## config.mk

```make
export PLATFORM = sky130hd
export DESIGN_NAME = alu_arbiter
export DESIGN_NICKNAME = d
export VERILOG_FILES = /design/src/rtl/alu_arbiter.sv
export SDC_FILE = /design/constraint.sdc
export NUM_CORES = 1
export LEC_CHECK = 0
export ABC_AREA = 1
export CORE_UTILIZATION = 50
export CTS_BUF_LIST = sky130_fd_sc_hd__clkbuf_16
export DETAILED_ROUTE_END_ITERATION = 8
export DONT_BUFFER_PORTS = 1
export GPL_TIMING_DRIVEN = 0
export HOLD_SLACK_MARGIN = 0.15
export SLEW_MARGIN = 25
export SYNTH_ARGS = -nofsm -noshare
export SYNTH_HDL_FRONTEND = slang
export SYNTH_SLANG_ARGS = --single-unit
```

## constraint.sdc

```tcl
create_clock -name clk -period 3.4 [get_ports clk]
set_clock_uncertainty 0.2 [all_clocks]
set_input_delay 0.34 -clock clk [delete_from_list [all_inputs] [get_ports clk]]
set_output_delay 0.34 -clock clk [all_outputs]
set_load 0.01 [all_outputs]
```

## src/rtl/alu_arbiter.sv

```systemverilog
// alu_arbiter: round-robin arbiter/sequencer sharing one ALU between two
// requesters. Optional macro ALU_ARB_LOCK_EN adds per-requester lock inputs
// that let the current owner keep the ALU for back-to-back operations.
module alu_arbiter #(
   parameter int W = 16
) (
   input  logic         clk,
   input  logic         rst_n,
   input  logic         req0_valid,
   input  logic         req1_valid,
   output logic         req0_ready,
   output logic         req1_ready,
   input  logic [4:0]   req0_op,
   input  logic [4:0]   req1_op,
   input  logic [W-1:0] req0_a,
   input  logic [W-1:0] req1_a,
   input  logic [W-1:0] req0_b,
   input  logic [W-1:0] req1_b,
`ifdef ALU_ARB_LOCK_EN
   input  logic         req0_lock,
   input  logic         req1_lock,
`endif
   output logic [4:0]   alu_op,
   output logic [W-1:0] alu_a,
   output logic [W-1:0] alu_b,
   input  logic [W-1:0] alu_result,
   input  logic [3:0]   alu_flags,
   output logic         rsp_valid,
   input  logic         rsp_ready,
   output logic         rsp_id,
   output logic [W-1:0] rsp_result,
   output logic [3:0]   rsp_flags
);

   typedef enum logic [1:0] {IDLE, EXEC, RESP} state_e;

   state_e         state_q, state_d;
   logic           prio_q, prio_d;
   logic           rsp_valid_q, rsp_valid_d;
   logic           rsp_id_q, rsp_id_d;
   logic [W-1:0]   rsp_result_q, rsp_result_d;
   logic [3:0]     rsp_flags_q, rsp_flags_d;
   logic [4:0]     alu_op_q, alu_op_d;
   logic [W-1:0]   alu_a_q, alu_a_d;
   logic [W-1:0]   alu_b_q, alu_b_d;
`ifdef ALU_ARB_LOCK_EN
   logic           lock_on_q, lock_on_d;
   logic           lock_id_q, lock_id_d;
`endif

   logic [1:0]     req_v;
   logic           lock_hit;
   logic           gnt_any;
   logic           gnt_id;
   logic           gnt_ok;

   // Grant selection: a held lock wins, otherwise round-robin on prio.
   always_comb begin
      req_v    = {req1_valid, req0_valid};
      lock_hit = 1'b0;
`ifdef ALU_ARB_LOCK_EN
      lock_hit = lock_on_q && req_v[lock_id_q];
`endif
      gnt_any  = |req_v;
      if (lock_hit) begin
`ifdef ALU_ARB_LOCK_EN
         gnt_id = lock_id_q;
`else
         gnt_id = 1'b0;
`endif
      end else if (&req_v) begin
         gnt_id = prio_q;
      end else begin
         gnt_id = req_v[1];
      end
      gnt_ok     = rst_n && (state_q == IDLE) && gnt_any;
      req0_ready = gnt_ok && !gnt_id;
      req1_ready = gnt_ok && gnt_id;
   end

   // Next-state: accept in IDLE, capture ALU outputs in EXEC, hand off in RESP.
   always_comb begin
      state_d      = state_q;
      prio_d       = prio_q;
      rsp_valid_d  = rsp_valid_q;
      rsp_id_d     = rsp_id_q;
      rsp_result_d = rsp_result_q;
      rsp_flags_d  = rsp_flags_q;
      alu_op_d     = alu_op_q;
      alu_a_d      = alu_a_q;
      alu_b_d      = alu_b_q;
`ifdef ALU_ARB_LOCK_EN
      lock_on_d    = lock_on_q;
      lock_id_d    = lock_id_q;
`endif
      case (state_q)
         IDLE: begin
`ifdef ALU_ARB_LOCK_EN
            // Owner absent in IDLE gives the lock up.
            if (lock_on_q && !req_v[lock_id_q]) lock_on_d = 1'b0;
`endif
            if (gnt_any) begin
               alu_op_d = gnt_id ? req1_op : req0_op;
               alu_a_d  = gnt_id ? req1_a  : req0_a;
               alu_b_d  = gnt_id ? req1_b  : req0_b;
               rsp_id_d = gnt_id;
               state_d  = EXEC;
               // Locked regrants leave the round-robin pointer alone.
               if (!lock_hit) prio_d = ~gnt_id;
`ifdef ALU_ARB_LOCK_EN
               lock_on_d = gnt_id ? req1_lock : req0_lock;
               lock_id_d = gnt_id;
`endif
            end
         end
         EXEC: begin
            rsp_result_d = alu_result;
            rsp_flags_d  = alu_flags;
            rsp_valid_d  = 1'b1;
            state_d      = RESP;
         end
         RESP: begin
            if (rsp_ready) begin
               rsp_valid_d = 1'b0;
               state_d     = IDLE;
            end
         end
         default: state_d = IDLE;
      endcase
   end

   // State registers with synchronous active-low reset.
   always_ff @(posedge clk) begin
      if (!rst_n) begin
         state_q      <= IDLE;
         prio_q       <= 1'b0;
         rsp_valid_q  <= 1'b0;
         rsp_id_q     <= 1'b0;
         rsp_result_q <= '0;
         rsp_flags_q  <= '0;
         alu_op_q     <= '0;
         alu_a_q      <= '0;
         alu_b_q      <= '0;
`ifdef ALU_ARB_LOCK_EN
         lock_on_q    <= 1'b0;
         lock_id_q    <= 1'b0;
`endif
      end else begin
         state_q      <= state_d;
         prio_q       <= prio_d;
         rsp_valid_q  <= rsp_valid_d;
         rsp_id_q     <= rsp_id_d;
         rsp_result_q <= rsp_result_d;
         rsp_flags_q  <= rsp_flags_d;
         alu_op_q     <= alu_op_d;
         alu_a_q      <= alu_a_d;
         alu_b_q      <= alu_b_d;
`ifdef ALU_ARB_LOCK_EN
         lock_on_q    <= lock_on_d;
         lock_id_q    <= lock_id_d;
`endif
      end
   end

   assign alu_op     = alu_op_q;
   assign alu_a      = alu_a_q;
   assign alu_b      = alu_b_q;
   assign rsp_valid  = rsp_valid_q;
   assign rsp_id     = rsp_id_q;
   assign rsp_result = rsp_result_q;
   assign rsp_flags  = rsp_flags_q;

endmodule
```

==> tab_implementation.tex, run 1 <==
\begin{tabular}{lr}
\hline
Metric & Value \\
\hline
\multicolumn{2}{l}{\textbf{Outcome}} \\
Outcome & finished clean \\
\multicolumn{2}{l}{\textbf{Pwr}} \\
Power density of the placed cells & 537 mW/mm² \\
Leakage power & 1.95 nW \\
Max VDD drop & 0.347 mV \\
\multicolumn{2}{l}{\textbf{Floorplanning}} \\
Number of rows created at floorplan & 26 \\
Initial Util & 53.0\% \\
Die Footprint & 0.00582 mm² \\
Core area & 0.00520 mm² \\
Die Span Y & 76.3 µm \\
I/O pin count & 160 \\
Floorplan die width & 76.3 µm \\
\multicolumn{2}{l}{\textbf{STA}} \\
Post-layout minimum cycle time & 2250 ps \\
Final slew viol count & 0 \\
F\_max & 0.444 GHz \\
Tightest Pin Transition & 463 ps \\
Worst slew slack as a fraction of its limit & 69.1\% \\
Sum of negative setup slack & 0 ps \\
Setup repair after global routing missed its margin & no \\
Worst hold slack & 211 ps \\
Final Setup Violations & 0 \\
Final-report hold violation count & 0 \\
Final clock period utilization by the worst path & 66.2\% \\
\multicolumn{2}{l}{\textbf{Global route}} \\
Overall routing resource usage & 30.1\% \\
Vias in the first global route & 3,003 \\
Overflow left after global routing & 0 \\
Antenna violations before repair & 0 \\
Wire length of the first global-routing pass & 13,900 µm \\
Largest net degree at the start of global routing & 11 \\
\multicolumn{2}{l}{\textbf{CTS}} \\
CTS sink count & 62 \\
Resized Gates After CTS & 0 \\
CTS root buffer & sky130\_fd\_sc\_hd\_\_clkbuf\_16 \\
Post-CTS Setup Repair Bufs & 0 \\
Maximum level of the CTS H-tree & 3 \\
Hold buffer count at cts & 97 \\
Number of buffers on the longest clock path & 2 \\
Reg clk slew, reported paths & 50 ps \\
Clock insertion delay at the later pin of the skew report & 320 ps \\
Clock tree from TritonCTS & built \\
CTS Buf Count & 9 \\
\multicolumn{2}{l}{\textbf{Worst hold path}} \\
Hold Crit Class & input port to register \\
Hold wc startpoint & rst\_n \\
\multicolumn{2}{l}{\textbf{Flow run}} \\
Number of max-cap violations & 0 \\
\multicolumn{2}{l}{\textbf{Detailed routing}} \\
Via Count & 3,045 \\
Number of search-and-repair iterations in the first detailed-routing pass & 5 \\
WL final & 8480 µm \\
Post-DRT Antenna Nets & 0 \\
Number of DRC violations after detailed-routing iteration 0 & 103 \\
Post-DR vias/cell & 5.08 \\
Average routed wire per standard cell & 14.2 µm \\
Detailed-route DRC error count & 0 \\
\multicolumn{2}{l}{\textbf{Critical path}} \\
FF-to-FF Start & prio\_q \\
Critical path fanouts, max & 10 \\
CP required & 3410 ps \\
Critical path endpoint category & register \\
Data arrival time of the worst path & 2260 ps \\
Critical Path Start & prio\_q \\
Type of the worst setup path & register to register \\
Kind of launch point of the worst setup path & register \\
\multicolumn{2}{l}{\textbf{Logic synthesis}} \\
Area share of the largest cell type after synthesis & 45.0\% \\
Async set-or-reset flop fraction in the synthesized netlist & 0\% \\
Most used flip-flop cell after synthesis & sky130\_fd\_sc\_hd\_\_dfxtp\_1 \\
Average cell area after synthesis & 6.63 µm² \\
Unique masters post-synth & 18 \\
Cell type contributing the most total cell area after synthesis & sky130\_fd\_sc\_hd\_\_dfxtp\_1 \\
Number of storage elements in the synthesis netlist & 62 \\
Net count after synthesis & 515 \\
Gate Count Post-Synth & 416 \\
Proportion of synthesized chip area in sequential cells & 45.0\% \\
Area of the mapped netlist & 0.00276 mm² \\
Most frequent cells after synthesis & sky130\_fd\_sc\_hd\_\_nor2\_1, sky130\_fd\_sc\_hd\_\_dfxtp\_1, sky130\_fd\_sc\_hd\_\_nand3\_1 \\
Leading post-synthesis cells by cell area & sky130\_fd\_sc\_hd\_\_dfxtp\_1, sky130\_fd\_sc\_hd\_\_nor2\_1, sky130\_fd\_sc\_hd\_\_nand3\_1, sky130\_fd\_sc\_hd\_\_o21ai\_1, sky130\_fd\_sc\_hd\_\_nand2\_1 \\
Most common cell in the netlist & sky130\_fd\_sc\_hd\_\_nor2\_1 \\
Count of yosys warnings during synthesis & 0 \\
Post-synth EDFFs & 0 \\
\multicolumn{2}{l}{\textbf{Finish}} \\
Fraction of final layout cells with drive strength greater than 1 & 6.05\% \\
Layout filler cell count & 387 \\
Area growth from synthesis to final layout & 48.6\% \\
Antenna diode count & 0 \\
Fin nets & 623 \\
\multicolumn{2}{l}{\textbf{Placement}} \\
Final RePlAce weighted congestion & 0.830 \\
Half-perimeter wire length of the detailed placement result & 4810 µm \\
Count of input and output buffers & 0 \\
\hline
\end{tabular}
## metrics by stage
stage          power [mW]  instance area [µm²]  util (%)  std cells  setup slack [ps]
2_1_floorplan        1.14                 2760         -        416              1770
3_3_place_gp         1.20                 2850      54.7        486              1580
3_5_place_dp         1.20                 2850      54.7        486              1580
4_1_cts              2.19                 4100      78.8        599              1190
5_1_grt              2.30                 4100      78.8        599              1000
6_report             2.20                 4100      78.8        599              1150
## cells in the final DEF, fill, tap and decap left out, types with 2 or more instances in the layout
master | netlist | routed
sky130_fd_sc_hd__o21ai_1 | 38 | 38
sky130_fd_sc_hd__buf_6 | 3 | 3
sky130_fd_sc_hd__nand2_1 | 45 | 45
sky130_fd_sc_hd__nand3_1 | 52 | 52
sky130_fd_sc_hd__dlygate4sd3_1 | 0 | 97
sky130_fd_sc_hd__inv_1 | 36 | 37
sky130_fd_sc_hd__inv_2 | 2 | 2
sky130_fd_sc_hd__buf_1 | 2 | 2
sky130_fd_sc_hd__nor2_1 | 133 | 133
sky130_fd_sc_hd__a21oi_1 | 2 | 2
sky130_fd_sc_hd__dfxtp_1 | 62 | 62
sky130_fd_sc_hd__clkinv_2 | 0 | 3
sky130_fd_sc_hd__buf_2 | 7 | 7
sky130_fd_sc_hd__nand2_2 | 2 | 2
sky130_fd_sc_hd__o21ai_0 | 12 | 12
sky130_fd_sc_hd__clkbuf_1 | 14 | 14
sky130_fd_sc_hd__clkinv_1 | 0 | 2
sky130_fd_sc_hd__nor2_2 | 3 | 3
sky130_fd_sc_hd__clkbuf_16 | 0 | 9
## flip-flops by register name (all words and copies together), names as in the netlist
| signal | cells |
|---|---|
| prio_q | 1 |
| state_q | 2 |
| alu_b | 16 |
| rsp_result | 16 |
| rsp_valid | 1 |
| rsp_flags | 4 |
| rsp_id | 1 |
| alu_a | 16 |
| alu_op | 5 |
## cells by family (layout without fill, tap and decap cells)
logic type             after synthesis  in the layout  synth area share (%)
AO/OA/AOI/OAI                       52             52                  9.43
flip-flops                          62             62                  45.0
buffers and inverters               65            178                  10.1
AND/OR/NAND/NOR                    237            237                  35.5
## critical path, cell delays in order (launching register included)
cell and delay [ps]:
sky130_fd_sc_hd__dfxtp_1 330, sky130_fd_sc_hd__inv_1 50, sky130_fd_sc_hd__nand2_2 90, sky130_fd_sc_hd__nand2_2 140, sky130_fd_sc_hd__inv_2 100, sky130_fd_sc_hd__clkbuf_1 360, sky130_fd_sc_hd__nor2_1 100, sky130_fd_sc_hd__nor2_1 130
sky130_fd_sc_hd__dlygate4sd3_1 580, sky130_fd_sc_hd__nor2_1 50
## power by group
group          leakage (nW)  switching [mW]  total [mW]  internal, mW
Sequential            0.513          0.0960       0.909         0.813
Clock                 0.145           0.307       0.861         0.554
Combinational          1.29           0.215       0.429         0.214
Total                  1.95           0.618        2.20          1.58
## area by class of cell
class	instances	area [µm²]	share of cell area, %
Buffer	27	136	3.33
Clock buffer	9	225	5.49
Clock inverter	7	56.3	1.37
Inverter	38	143	3.48
Multi-Input combinational cell	289	1240	30.2
Sequential cell	62	1240	30.3
Tap cell	70	87.6	2.14
Timing Repair Buffer	97	971	23.7
## worst paths after layout
kind                    to  slack, ps  cells past startpoint
hold / removal    alu_a[7]        210                      3
setup reg to reg  alu_a[0]       1150                      9
setup / recovery  alu_a[0]       1150                      9
hold reg to reg     prio_q        260                      2
## metal layers
layer / global-route usage (%) / vias up / share of wire (%)
met5: 0 / - / 0
met1: 32.8 / 1376 / 39
met4: 13.7 / 0 / 2.8
met3: 8.02 / 19 / 7.2
li1: - / 1518 / -
met2: 54.2 / 132 / 51
(Power assumes the default switching activity.)
==> inputs of run 2 (changes only) <==
==> constraint.sdc (replaced) <==
create_clock -name clk -period 2.26 [get_ports clk]
set_clock_uncertainty 0.2 [all_clocks]
set_input_delay 0.226 -clock clk [delete_from_list [all_inputs] [get_ports clk]]
set_output_delay 0.226 -clock clk [all_outputs]
set_load 0.01 [all_outputs]
==> run 2 against run 1 <==
The flow now stops in clock tree synthesis (4_1_cts). Synthesized cell count unchanged. Synthesized area unchanged.
==> tab_implementation.tex, run 2 <==
\begin{tabular}{lr}
\hline
Metric & Value \\
\hline
\multicolumn{2}{l}{\textbf{Logic synthesis}} \\
Count of yosys warnings during synthesis & 0 \\
Area share of the largest cell type after synthesis & 45.0\% \\
Net count after synthesis & 515 \\
Post-synthesis share of cell area spent on xor and xnor gates & 0\% \\
Post-synth EDFFs & 0 \\
Proportion of synthesized chip area in sequential cells & 45.0\% \\
Synth Area in Compound Gates & 9.43\% \\
Post-synthesis adder-cell area fraction & 0\% \\
Async set-or-reset flop fraction in the synthesized netlist & 0\% \\
Most frequent cells after synthesis & sky130\_fd\_sc\_hd\_\_nor2\_1, sky130\_fd\_sc\_hd\_\_dfxtp\_1, sky130\_fd\_sc\_hd\_\_nand3\_1 \\
Simple-gate share of the synthesized area & 35.5\% \\
Most common cell in the netlist & sky130\_fd\_sc\_hd\_\_nor2\_1 \\
Unique masters post-synth & 18 \\
Cell type contributing the most total cell area after synthesis & sky130\_fd\_sc\_hd\_\_dfxtp\_1 \\
Number of storage elements in the synthesis netlist & 62 \\
Most used flip-flop cell after synthesis & sky130\_fd\_sc\_hd\_\_dfxtp\_1 \\
Gate Count Post-Synth & 416 \\
Fraction of synthesized area in multiplexers & 0\% \\
Leading post-synthesis cells by cell area & sky130\_fd\_sc\_hd\_\_dfxtp\_1, sky130\_fd\_sc\_hd\_\_nor2\_1, sky130\_fd\_sc\_hd\_\_nand3\_1, sky130\_fd\_sc\_hd\_\_o21ai\_1, sky130\_fd\_sc\_hd\_\_nand2\_1 \\
Dominant combinational cell family by area after synthesis & simple AND/OR/NAND/NOR gates \\
Average cell area after synthesis & 6.63 µm² \\
Area of the mapped netlist & 0.00276 mm² \\
\multicolumn{2}{l}{\textbf{CTS}} \\
CTS Buf Count & 9 \\
Resized Gates After CTS & 0 \\
Post-CTS Setup Repair Bufs & 0 \\
CTS sink count & 62 \\
Hold buffer count at cts & 101 \\
Number of buffers on the longest clock path & 2 \\
Maximum level of the CTS H-tree & 3 \\
CTS root buffer & sky130\_fd\_sc\_hd\_\_clkbuf\_16 \\
\multicolumn{2}{l}{\textbf{Floorplanning}} \\
Die Span Y & 76.3 µm \\
Initial Util & 53.0\% \\
I/O pin count & 160 \\
Floorplan die width & 76.3 µm \\
Number of rows created at floorplan & 26 \\
\multicolumn{2}{l}{\textbf{Outcome}} \\
Fail Step & clock tree synthesis (4\_1\_cts) \\
Outcome & did not finish \\
Error message & [ERROR RSZ-0060] Max buffer count reached. \\
\multicolumn{2}{l}{\textbf{Placement}} \\
Pre-CTS WS & 658 ps \\
Final RePlAce weighted congestion & 0.830 \\
Count of input and output buffers & 0 \\
Half-perimeter wire length of the detailed placement result & 4810 µm \\
\hline
\end{tabular}
[run 2: cell counts after synthesis]
Identical to the previous run, type by type.
[run 2: cells by family after synthesis]
kind of cell	Yosys count
AO/OA/AOI/OAI	52
buffers and inverters	65
AND/OR/NAND/NOR	237
flip-flops	62
[run 2: metrics by stage]
| stage | cells | area [µm²] | utilization [%] |
|---|---|---|---|
| floorplan | 416 | 2760 | - |
| global placement | 486 | 2850 | 54.7 |
| detailed placement | 486 | 2850 | 54.7 |
==> inputs of run 3 (changes only) <==
--- a/config.mk
+++ b/config.mk
@@ -6,12 +6,11 @@
 export NUM_CORES = 1
 export LEC_CHECK = 0
 export ABC_AREA = 1
-export CORE_UTILIZATION = 50
-export CTS_BUF_LIST = sky130_fd_sc_hd__clkbuf_16
+export CORE_UTILIZATION = 35
 export DETAILED_ROUTE_END_ITERATION = 8
 export DONT_BUFFER_PORTS = 1
 export GPL_TIMING_DRIVEN = 0
-export HOLD_SLACK_MARGIN = 0.15
+export PLACE_DENSITY_LB_ADDON = 0.15
 export SLEW_MARGIN = 25
 export SYNTH_ARGS = -nofsm -noshare
 export SYNTH_HDL_FRONTEND = slang
==> run 3 against run 2 <==
The run now ends clean.
==> tab_implementation.tex, run 3 (synthesis results as in run 1) <==
\begin{tabular}{lr}
\hline
Metric & Value \\
\hline
\multicolumn{2}{l}{\textbf{Floorplanning}} \\
Die Footprint & 0.00824 mm² \\
Die Span Y & 90.8 µm \\
Initial Util & 35.9\% \\
Floorplan die width & 90.8 µm \\
I/O pin count & 160 \\
Number of rows created at floorplan & 32 \\
Core area & 0.00769 mm² \\
\multicolumn{2}{l}{\textbf{Finish}} \\
Fin nets & 623 \\
Leading cell type in the layout, fill and taps excluded & sky130\_fd\_sc\_hd\_\_nor2\_1 \\
Antenna diode count & 0 \\
Flip-flop and latch area & 0.00124 mm² \\
Layout filler cell count & 765 \\
Combined area of the multi-input logic cells & 0.00124 mm² \\
Area growth from synthesis to final layout & 47.9\% \\
Fraction of final layout cells with drive strength greater than 1 & 6.81\% \\
Highest-count cells in the layout ignoring fill and taps & sky130\_fd\_sc\_hd\_\_nor2\_1, sky130\_fd\_sc\_hd\_\_dlygate4sd3\_1, sky130\_fd\_sc\_hd\_\_dfxtp\_1 \\
Util after Layout & 53.1\% \\
Final standard cell area without fillers & 0.00408 mm² \\
\multicolumn{2}{l}{\textbf{STA}} \\
Post-layout minimum cycle time & 2090 ps \\
Final-report hold violation count & 0 \\
Final clock period utilization by the worst path & 92.6\% \\
Setup repair after global routing missed its margin & no \\
Final slew viol count & 0 \\
F\_max & 0.478 GHz \\
Tightest Pin Transition & 457 ps \\
Worst slew slack as a fraction of its limit & 69.5\% \\
Final Setup Violations & 0 \\
Sum of negative setup slack & 0 ps \\
\multicolumn{2}{l}{\textbf{Critical path}} \\
Kind of launch point of the worst setup path & register \\
Critical path endpoint category & register \\
CP required & 2290 ps \\
Stage delay of the slowest cell on the critical path & 560 ps \\
Most used cell along the critical path & sky130\_fd\_sc\_hd\_\_nor2\_1 \\
CP top delay family & buffers and inverters \\
Type of the worst setup path & register to register \\
Critical path fanouts, max & 10 \\
Worst path cell trace & inv\_1 > nand2\_2 > nand2\_2 > inv\_2 > buf\_6 > buf\_6 > nor2\_1 > nor2\_1 > dlygate4sd3\_1 > nor2\_1 \\
Cell at the slowest stage of the critical path & sky130\_fd\_sc\_hd\_\_dlygate4sd3\_1 \\
Data arrival time of the worst path & 2120 ps \\
Worst Path Buf+Inv & 5 \\
\multicolumn{2}{l}{\textbf{Worst hold path}} \\
Hold Crit Class & input port to register \\
\multicolumn{2}{l}{\textbf{Detailed routing}} \\
Via Count & 2,978 \\
Number of search-and-repair iterations in the first detailed-routing pass & 4 \\
WL final & 8180 µm \\
Number of DRC violations after detailed-routing iteration 0 & 113 \\
Post-DRT Antenna Nets & 0 \\
Average routed wire per standard cell & 13.0 µm \\
Post-DR vias/cell & 4.72 \\
Detailed-route DRC error count & 0 \\
\multicolumn{2}{l}{\textbf{Pwr}} \\
Leakage power & 1.92 nW \\
Max VDD drop & 0.274 mV \\
Power density of the placed cells & 756 mW/mm² \\
\multicolumn{2}{l}{\textbf{CTS}} \\
CTS sink count & 62 \\
Maximum level of the CTS H-tree & 3 \\
CTS root buffer & sky130\_fd\_sc\_hd\_\_clkbuf\_8 \\
Number of buffers on the longest clock path & 2 \\
CTS Buf Count & 9 \\
Post-CTS Setup Repair Bufs & 0 \\
Clock tree from TritonCTS & built \\
Clock insertion delay at the later pin of the skew report & 330 ps \\
Reg clk slew, reported paths & 70 ps \\
\multicolumn{2}{l}{\textbf{Placement}} \\
Total cell area at the placement stage & 0.00289 mm² \\
Count of input and output buffers & 0 \\
Half-perimeter wire length of the detailed placement result & 5190 µm \\
Final RePlAce weighted congestion & 0.754 \\
\multicolumn{2}{l}{\textbf{Global route}} \\
Antenna violations before repair & 0 \\
Vias in the first global route & 2,938 \\
Overall routing resource usage & 20.8\% \\
Largest net degree at the start of global routing & 13 \\
Wire length of the first global-routing pass & 13,800 µm \\
Overflow left after global routing & 0 \\
\multicolumn{2}{l}{\textbf{Flow run}} \\
Number of max-cap violations & 0 \\
\multicolumn{2}{l}{\textbf{Outcome}} \\
Outcome & finished clean \\
\hline
\end{tabular}
-- run 3: repair_timing --
item / in CTS / in global routing
hold buffers: 97 / 0
endpoints found under the setup margin: 0 / 10
gates resized for setup: 0 / 2
hold endpoints to repair: 59 / 0
-- run 3: power breakdown --
group | total [mW] | switching [mW] | leakage (nW) | internal [mW]
logic | 0.637 | 0.315 | 1.30 | 0.322
clock network | 1.08 | 0.459 | 0.109 | 0.624
registers | 1.36 | 0.144 | 0.513 | 1.22
-- run 3: cell type report --
class / instances / area share [%]
Multi-Input combinational cell: 289 / 30.3
Inverter: 38 / 3.49
Buffer: 27 / 3.37
Clock buffer: 9 / 3.03
Timing Repair Buffer: 97 / 23.8
Sequential cell: 62 / 30.4
Tap cell: 102 / 3.13
Clock inverter: 7 / 2.42
-- run 3: worst register-to-register path, delay by kind of cell (launching register included) --
family	cells	cell delay [ps]
simple gates	5	470
flops	1	330
buf+inv	5	1020
-- run 3: final timing paths --
check,from,endpoint,slack (ps),cells past startpoint
worst max-delay path,prio_q,alu_a[14],170,10
worst min-delay path,rst_n,state_q[0],60,3
worst max register to register,prio_q,alu_a[14],170,10
worst min register to register,prio_q,prio_q,250,2
-- run 3: layer usage --
layer	share of wire (%)	track usage, %	up-vias
met5	0	0	-
met3	8.9	7.07	19
met1	41	23.7	1303
li1	-	-	1523
met4	2.2	9.26	0
met2	48	35.2	133
-- run 3: per-stage QoR --
step	power [mW]	instances	hold slack, ps	worst slack (ps)
after global placement	1.82	518	166	593
after CTS	3.11	631	39.3	80.4
after global routing	3.28	631	48.9	5.37
final	3.08	631	60.5	167
after floorplan	1.71	416	161	831
after detailed placement	1.82	518	169	594
